===== config.mk =====
export PLATFORM = sky130hd
export DESIGN_NAME = ntt_scheduler
export DESIGN_NICKNAME = d
export VERILOG_FILES = /design/src/rtl/ntt_scheduler.sv
export SDC_FILE = /design/constraint.sdc
export NUM_CORES = 1
export LEC_CHECK = 0
export ABC_CLOCK_PERIOD_IN_PS = 5300
export CORE_ASPECT_RATIO = 1.25
export CORE_MARGIN = 2
export CORE_UTILIZATION = 35
export CTS_BUF_LIST = sky130_fd_sc_hd__clkbuf_16
export DETAILED_ROUTE_END_ITERATION = 7
export SYNTH_ARGS = -nofsm -noshare
export SYNTH_HDL_FRONTEND = slang
export SYNTH_SLANG_ARGS = --single-unit
export TNS_END_PERCENT = 20

===== constraint.sdc =====
create_clock -name clk -period 5.3 [get_ports clk]
set_clock_uncertainty 0.15 [all_clocks]
set_input_delay 1.59 -clock clk [delete_from_list [all_inputs] [get_ports clk]]
set_output_delay 1.59 -clock clk [all_outputs]
set_load 0.05 [all_outputs]

===== src/rtl/ntt_scheduler.sv =====
// Address/twiddle sequencer for one in-place Kyber NTT or INTT over 256 coefficients.
// Optional INTT scale pass (point-wise multiply by f) enabled with `define NTT_INTT_SCALE_EN.
module ntt_scheduler #(
   parameter int RAM_LAT = 1,
   parameter int BF_LAT  = 5,
   parameter int MUL_LAT = 4
) (
   input  logic       clk,
   input  logic       rst,
   input  logic       start,
   input  logic       inverse,
   output logic       busy,
   output logic       done,
   output logic [1:0] bf_mode,
   output logic       rd_en,
   output logic [7:0] rd_addr_a,
   output logic [7:0] rd_addr_b,
   output logic [6:0] zeta_idx,
   output logic       scale_sel,
   output logic       wr_en_a,
   output logic       wr_en_b,
   output logic [7:0] wr_addr_a,
   output logic [7:0] wr_addr_b
);

   localparam int PIPE  = RAM_LAT + BF_LAT;
   localparam int SPIPE = RAM_LAT + MUL_LAT;
   localparam int DEPTH = (PIPE > SPIPE) ? PIPE : SPIPE;

   typedef enum logic [2:0] {
      S_IDLE   = 3'd0,
      S_RUN    = 3'd1,
      S_DRAIN  = 3'd2,
      S_SCALE  = 3'd3,
      S_SDRAIN = 3'd4,
      S_FIN    = 3'd5
   } state_t;

   state_t     state_q;
   state_t     state_d;
   logic [7:0] cnt_q;
   logic [2:0] lyr_q;
   logic       inv_q;

   logic [3:0] sh;
   logic [7:0] p8;
   logic [7:0] len8;
   logic [7:0] grp8;
   logic [7:0] pa;
   logic [7:0] pb;
   logic [6:0] zt;

   logic [DEPTH-1:0] vld_p;
   logic [7:0]       a_p [DEPTH];
   logic [7:0]       b_p [DEPTH];
`ifdef NTT_INTT_SCALE_EN
   logic [DEPTH-1:0] scl_p;
`endif

   always_ff @(posedge clk) begin
      if (rst) begin
         state_q <= S_IDLE;
      end else begin
         state_q <= state_d;
      end
   end

   always_comb begin
      state_d = state_q;
      case (state_q)
         S_IDLE:  if (start) state_d = S_RUN;
         S_RUN:   if (cnt_q == 8'd127) state_d = S_DRAIN;
         // Every butterfly of this layer must be written back before the next layer reads
         S_DRAIN: begin
            if (cnt_q == 8'(PIPE - 1)) begin
               if (lyr_q != 3'd6) begin
                  state_d = S_RUN;
`ifdef NTT_INTT_SCALE_EN
               end else if (inv_q) begin
                  state_d = S_SCALE;
`endif
               end else begin
                  state_d = S_FIN;
               end
            end
         end
`ifdef NTT_INTT_SCALE_EN
         S_SCALE:  if (cnt_q == 8'd255) state_d = S_SDRAIN;
         S_SDRAIN: if (cnt_q == 8'(SPIPE - 1)) state_d = S_FIN;
`endif
         S_FIN:   state_d = S_IDLE;
         default: state_d = S_IDLE;
      endcase
   end

   // cnt_q restarts on every state change, so it is the pair/drain/scale index of the current state
   always_ff @(posedge clk) begin
      if (rst) begin
         cnt_q <= '0;
         lyr_q <= '0;
         inv_q <= 1'b0;
      end else begin
         if (state_q != state_d) begin
            cnt_q <= '0;
         end else begin
            cnt_q <= cnt_q + 8'd1;
         end
         if (state_q == S_IDLE && start) begin
            lyr_q <= '0;
            inv_q <= inverse;
         end else if (state_q == S_DRAIN && state_d == S_RUN) begin
            lyr_q <= lyr_q + 3'd1;
         end
      end
   end

   // Butterfly span: NTT halves it every layer (128..2), INTT doubles it (2..128)
   always_comb begin
      sh   = inv_q ? ({1'b0, lyr_q} + 4'd1) : (4'd7 - {1'b0, lyr_q});
      p8   = {1'b0, cnt_q[6:0]};
      len8 = 8'd1 << sh;
      grp8 = p8 >> sh;
      pa   = ((grp8 << 1) << sh) | (p8 & (len8 - 8'd1));
      pb   = pa + len8;
      zt   = inv_q ? 7'((8'd128 >> (sh - 4'd1)) - 8'd1 - grp8)
                   : 7'((8'd128 >> sh) + grp8);
   end

   always_comb begin
      busy      = (state_q != S_IDLE) && (state_q != S_FIN);
      done      = (state_q == S_FIN);
      bf_mode   = (state_q == S_IDLE) ? 2'd0 : {1'b0, inv_q};
      rd_en     = 1'b0;
      rd_addr_a = '0;
      rd_addr_b = '0;
      zeta_idx  = '0;
      scale_sel = 1'b0;
      case (state_q)
         S_RUN: begin
            rd_en     = 1'b1;
            rd_addr_a = pa;
            rd_addr_b = pb;
            zeta_idx  = zt;
         end
`ifdef NTT_INTT_SCALE_EN
         S_SCALE: begin
            rd_en     = 1'b1;
            rd_addr_b = cnt_q;
            scale_sel = 1'b1;
            bf_mode   = 2'd2;
         end
         S_SDRAIN: begin
            bf_mode   = 2'd2;
         end
`endif
         default: begin
         end
      endcase
   end

   // p0: read issued; write-back emerges at the stage matching the datapath latency
   always_ff @(posedge clk) begin
      if (rst) begin
         vld_p <= '0;
`ifdef NTT_INTT_SCALE_EN
         scl_p <= '0;
`endif
      end else begin
         vld_p <= {vld_p[DEPTH-2:0], rd_en};
`ifdef NTT_INTT_SCALE_EN
         scl_p <= {scl_p[DEPTH-2:0], scale_sel};
`endif
      end
   end

   always_ff @(posedge clk) begin
      a_p[0] <= rd_addr_a;
      b_p[0] <= rd_addr_b;
      for (int i = 1; i < DEPTH; i++) begin
         a_p[i] <= a_p[i-1];
         b_p[i] <= b_p[i-1];
      end
   end

   always_comb begin
      wr_en_a   = 1'b0;
      wr_en_b   = 1'b0;
      wr_addr_a = '0;
      wr_addr_b = '0;
`ifdef NTT_INTT_SCALE_EN
      if (vld_p[PIPE-1] && !scl_p[PIPE-1]) begin
         wr_en_a   = 1'b1;
         wr_en_b   = 1'b1;
         wr_addr_a = a_p[PIPE-1];
         wr_addr_b = b_p[PIPE-1];
      end else if (vld_p[SPIPE-1] && scl_p[SPIPE-1]) begin
         wr_en_b   = 1'b1;
         wr_addr_b = b_p[SPIPE-1];
      end
`else
      if (vld_p[PIPE-1]) begin
         wr_en_a   = 1'b1;
         wr_en_b   = 1'b1;
         wr_addr_a = a_p[PIPE-1];
         wr_addr_b = b_p[PIPE-1];
      end
`endif
   end

endmodule


* After elaboration in Yosys (flattened, before gate mapping) *
Memories as Yosys holds them, arrays and structs flattened.
Index checks and enable logic that the tools add are counted.

storage, ports and cells
  flip-flop bits (word level) = 21
  latch bits = 0
  output and inout bits = 47
  memories = 2
  bits in writable memories = 96
  bits in read-only memories = 0
  input bits = 4
  logic and storage cells = 55

operators by class
  reduce and logical (&&, ||, !) cells = 7
  add/sub/neg operators = 10
  bitwise operators = 2
  divide/modulo/power cells = 0
  equality and inequality tests = 9
  shift-type cells = 5
  multipliers = 0
  mux-type cells = 15
  magnitude comparators = 0

memories
  name  depth  width  rd ports  clocked after memory_dff  write ports  line  text
  a_p   6      8      6         0                         6            54    logic [7:0] a_p [DEPTH];
  b_p   6      8      6         0                         6            55    logic [7:0] b_p [DEPTH];

operators by type and width
  kind                                                                 number
  8-bit 2-to-1 mux                                                     4
  8-bit by 4-bit >> shifter with 7-bit output (first input constant)   2
  7-bit 2-to-1 mux                                                     2
  3-bit 2-to-1 mux                                                     4
  3-bit case mux with 3 select lines                                   1
  8-bit by 1-bit adder with 8-bit output (second input constant)       1
  8-bit adder                                                          1
  7-bit by 8-bit bitwise AND with 8-bit output                         1
  8-bit by 3-bit == test with 1-bit output (second input constant)     1
  8-bit by 7-bit == test with 1-bit output (second input constant)     1
  8-bit OR                                                             1
  1-bit by 4-bit << shifter with 8-bit output (first input constant)   1
  8-bit by 4-bit << shifter with 8-bit output                          1
  8-bit by 1-bit subtractor with 8-bit output (second input constant)  1
  7-bit adder                                                          1
  7-bit by 4-bit >> shifter with 7-bit output                          1
  7-bit by 1-bit subtractor with 7-bit output (second input constant)  1
  7-bit subtractor                                                     1
  3-bit by 1-bit == test with 1-bit output (second input constant)     2
  3-bit != test (second input constant)                                2
  3-bit by 1-bit adder with 4-bit output (second input constant)       1
  4-bit 2-to-1 mux                                                     1
  2-bit OR reduction                                                   2
  3-bit by 3-bit subtractor with 4-bit output (first input constant)   1
  9 further kinds                                                      13

* Depth between registers and ports, before layout *
  depth after elaboration = 8
  depth in mapped cells = 22
  gate-level depth less buffers = 19

* Least setup slack after synthesis *
Ideal clock, no wire load.

  path kind = flip-flop to output port
  start point = register lyr_q[0]
  end point = output port rd_addr_b[7]
  required time = 3,560 ps
  arrival time = 4,208 ps
  buffers on the path = 0
  cell stages (with the launch flop) = 18
  setup slack = -648 ps
  cells stage by stage = dfxtp_1 inv_1 ha_1 mux2i_1 nor2_1 nand2_1 ha_1 o41ai_1 nor3b_1 a31o_2 a211oi_1 a221oi_1 nand2_1 ha_1 o41a_1 xnor2_1 xnor2_1 nor2_1

on the way
  longest elaborated chain between the ends = 8
  elaborated cells on any way between the ends = 11
  those cells by class = add/sub (4); shift (3); mux (2); bitwise (2)

ends and longest elaborated chain
  what                                                                                                          line  text
  start: declaration                                                                                            42    logic [2:0] lyr_q;
  start signal: assignment                                                                                      112   lyr_q <= lyr_q + 3'd1;
  3-bit by 3-bit subtractor with 4-bit output / 3-bit by 1-bit adder with 4-bit output (equally long branches)  119   sh = inv_q ? ({1'b0, lyr_q} + 4'd1) : (4'd7 - {1'b0, lyr_q});
  4-bit 2-to-1 mux (*)                                                                                          119
  1-bit by 4-bit << shifter with 8-bit output                                                                   121   len8 = 8'd1 << sh;
  8-bit by 1-bit subtractor with 8-bit output                                                                   123   pa = ((grp8 << 1) << sh) | (p8 & (len8 - 8'd1));
  7-bit by 8-bit bitwise AND with 8-bit output                                                                  123
  8-bit OR                                                                                                      123
  8-bit adder (*)                                                                                               124   pb = pa + len8;
  8-bit 2-to-1 mux (*)                                                                                          138   case (state_q)
  end: declaration                                                                                              17    output logic [7:0] rd_addr_b,

Every way passes the cells marked *; elsewhere a longest branch is shown, timed or not.

* Worst setup path in the final report *
Ends and elaborated chain as after synthesis.

==> results.yml <==
worst_setup_path:
  r2r_cells: 21
  cp_max_fo: 4
  end_kind: "primary output"
  reg2reg_slack_ns: 1.62
  worstSetupPathType: "reg -> out"
  cp.arrival_ns: 3.89
  reg2reg_to: "b_p[0][7]"
  cp.required_ns: 3.56
  critPathLaunchType: "register"
  r2r_start: "lyr_q[0]"
yosys:
  synth_edf_count: 0
  yosysTopAreaCell: "dfxtp_1"
  synth_flop_cell: "dfxtp_1"
  syn-cell-area_um2: 4690
  synthCells: 481
  synth.area.top_cells: "dfxtp_1, ha_1, nor2_1"
  synth_top_cell_area_share: 0.499
  ys_ff_latch: 117
  yosysSeqAreaShare: 0.499
  synth-async-reset-ratio: 0
  avgSynthCellArea_um2: 9.75
  yosys_warnings: 0
  ys_types: 56
placed_design:
  dp.cells: 735
  io_buffers: 48
  placed_area_um2: 5890
  gp_congestion: 0.980
  preCtsSetupSlack_ns: -0.244
  dpl.hpwl_mm: 8.20
grt:
  track_usage: 0.171
  grt_pass1_wl_mm: 19.0
  grt_max_degree: 22
  grt_overflow: 0
  antenna_found_initial: 0
  grt_pass1_vias: 3832
die:
  fp.dieW_um: 108
  core_area_um2: 13200
  num_rows: 47
  start_util: 0.356
  ioPinCount: 51
  die-area_um2: 14300
  dieHeight_um: 133
clock_tree:
  cts_hold_buf: 0
  h-tree-depth: 4
  numClockSinks: 117
  tritoncts.num_buffers: 17
  cts_tree: "yes"
  clockBufferDepth: 2
  clk_pin_slew_worst_paths_ns: 0.05
  root_buffer: "clkbuf_16"
  clkLatencyLatePin_ns: 0.41
sta:
  rsz0062_at_grt: "true"
  finalHoldViolCount: 0
  fin_crit_ns: 5.63
  setup_viol: 6
  setup_slack_ns: -0.331
  fmax_mhz: 178
  period_share: 1.06
  worstMarginPinSlew_ns: 0.747
  slew_viol_final: 0
  tns_ns: -0.927
  max_slew_margin: 0.502
cells_and_area:
  final_cell_mix: "dfxtp_1, buf_4, nor2_1"
  final_cells: 783
  drive_gt1_frac: 0.304
  design_area_um2: 6890
  antenna_cells: 0
  final_common_cell: "dfxtp_1"
  fill_cells: 1212
  syn_to_final_growth_pct: 46.9
  finalNetCount: 631
min_path:
  hold_end: "a_p[3][4]"
  hp-class: "reg -> reg"
  hold_depth: 0
  min_from: "a_p[2][4]"
detailed_routing:
  vias: 3731
  drt-total-wl_mm: 11.4
  via_per_inst: 4.77
  detail-route-antenna-nets: 0
  drc: 0
  wire_per_inst_um: 14.5
  drt_iter0_drc: 127
  first_pass_iters: 5
power:
  cellLeakagePower_nw: 2.86
  peakVddDrop_mv: 0.208
  power.density_nw_per_um2: 329
run:
  max-cap-violations: 0
outcome:
  status: "finished, violations left"
  violations: "negative setup slack"
[flip-flops by register name, indices dropped and copies added (netlist names)]
name	count
a_p	48
b_p	48
cnt_q	8
vld_p	6
lyr_q	3
state_q	3
inv_q	1
[area by class of cell]
type                       count  area, um^2  area share
sequential                   117        2350       0.341
multi-input combinational    313        2340       0.340
timing repair buffer         124        1270       0.184
clock buffer                  17         425      0.0618
tap                          171         214      0.0311
clock inverter                15         188      0.0272
inverter                      26        97.6      0.0142
[timing repair]
item | 4_1_cts | 5_1_grt
setup endpoints to repair | 13 | 11
pin swaps | 20 | 11
resized for setup | 50 | 17
setup buffers | 13 | 3
[worst max-delay path, stage by stage (launching register included)]
cell     delay [ns]
dfxtp_4        0.38
inv_2          0.06
ha_4           0.23
mux2_4         0.29
nand2_1        0.07
nand2_1        0.07
a22oi_2        0.19
o21ai_2        0.11
buf_4          0.15
inv_2          0.07
o32a_1         0.17
inv_1          0.05
ha_1           0.21
a21oi_4        0.13
nor2b_1        0.06
o21a_1         0.17
o41a_1         0.32
xnor2_1        0.13
buf_4          0.17
xnor2_2        0.14
nor2_4         0.15
buf_12         0.15
[metal layers]
metal	vias to the layer above	global-route usage	part of all wire	wire length (um)
met5	-	0	0	0
met4	0	0.0748	0.033	373
met3	27	0.0426	0.034	386
met2	89	0.313	0.53	6030
met1	1767	0.184	0.40	4580
li1	1848	-	-	-
[where the power goes]
group	switching (W)	internal [W]	leakage [nW]	total, W
registers	0.00000725	0.000903	0.950	0.000910
logic	0.000104	0.0000802	1.60	0.000185
clock network	0.000389	0.000781	0.303	0.00117
[through the flow]
step,power (W),utilization,hold WS [ns]
floorplan,0.00103,-,0.160
global route,0.00235,0.523,0.172
global placement,0.00110,0.447,0.160
CTS,0.00229,0.516,0.171
detailed placement,0.00110,0.447,0.162
finish,0.00227,0.523,0.170
[cells by family (layout without fill, tap and decap cells)]
family | count (synthesis) | in the layout | synth area share
flops | 117 | 117 | 0.499
fa+ha+maj | 28 | 28 | 0.0795
simple gates | 158 | 158 | 0.173
compound gates | 89 | 89 | 0.122
buf+inv | 52 | 182 | 0.0563
xor+xnor | 28 | 28 | 0.0523
other cells | 2 | 3 | 0.00160
mux | 7 | 7 | 0.0155
[how the worst max path moves through the flow]
stage / slack (ns) / to / from / cells past startpoint
2_1_floorplan: -0.29 / zeta_idx[2] / lyr_q[0] / 12
3_3_place_gp: -0.17 / rd_addr_b[7] / lyr_q[0] / 19
3_5_place_dp: -0.24 / rd_addr_b[7] / lyr_q[0] / 19
4_1_cts: -0.36 / rd_addr_b[7] / lyr_q[1] / 21
5_1_grt: -0.55 / rd_addr_b[7] / lyr_q[0] / 19
6_report: -0.33 / rd_addr_b[7] / lyr_q[0] / 21
[cell usage after synthesis, types with 6 or more instances]
library cell	instances
nor2_1	45
nand3_1	6
a21o_1	6
nor2b_1	18
ha_1	25
inv_1	26
o21ai_0	14
nand2_1	33
a21oi_1	27
nor3_1	10
clkbuf_1	14
and2_1	23
dfxtp_1	117
xor2_1	9
xnor2_1	19
Note: power is estimated with default switching activity, not from simulation.
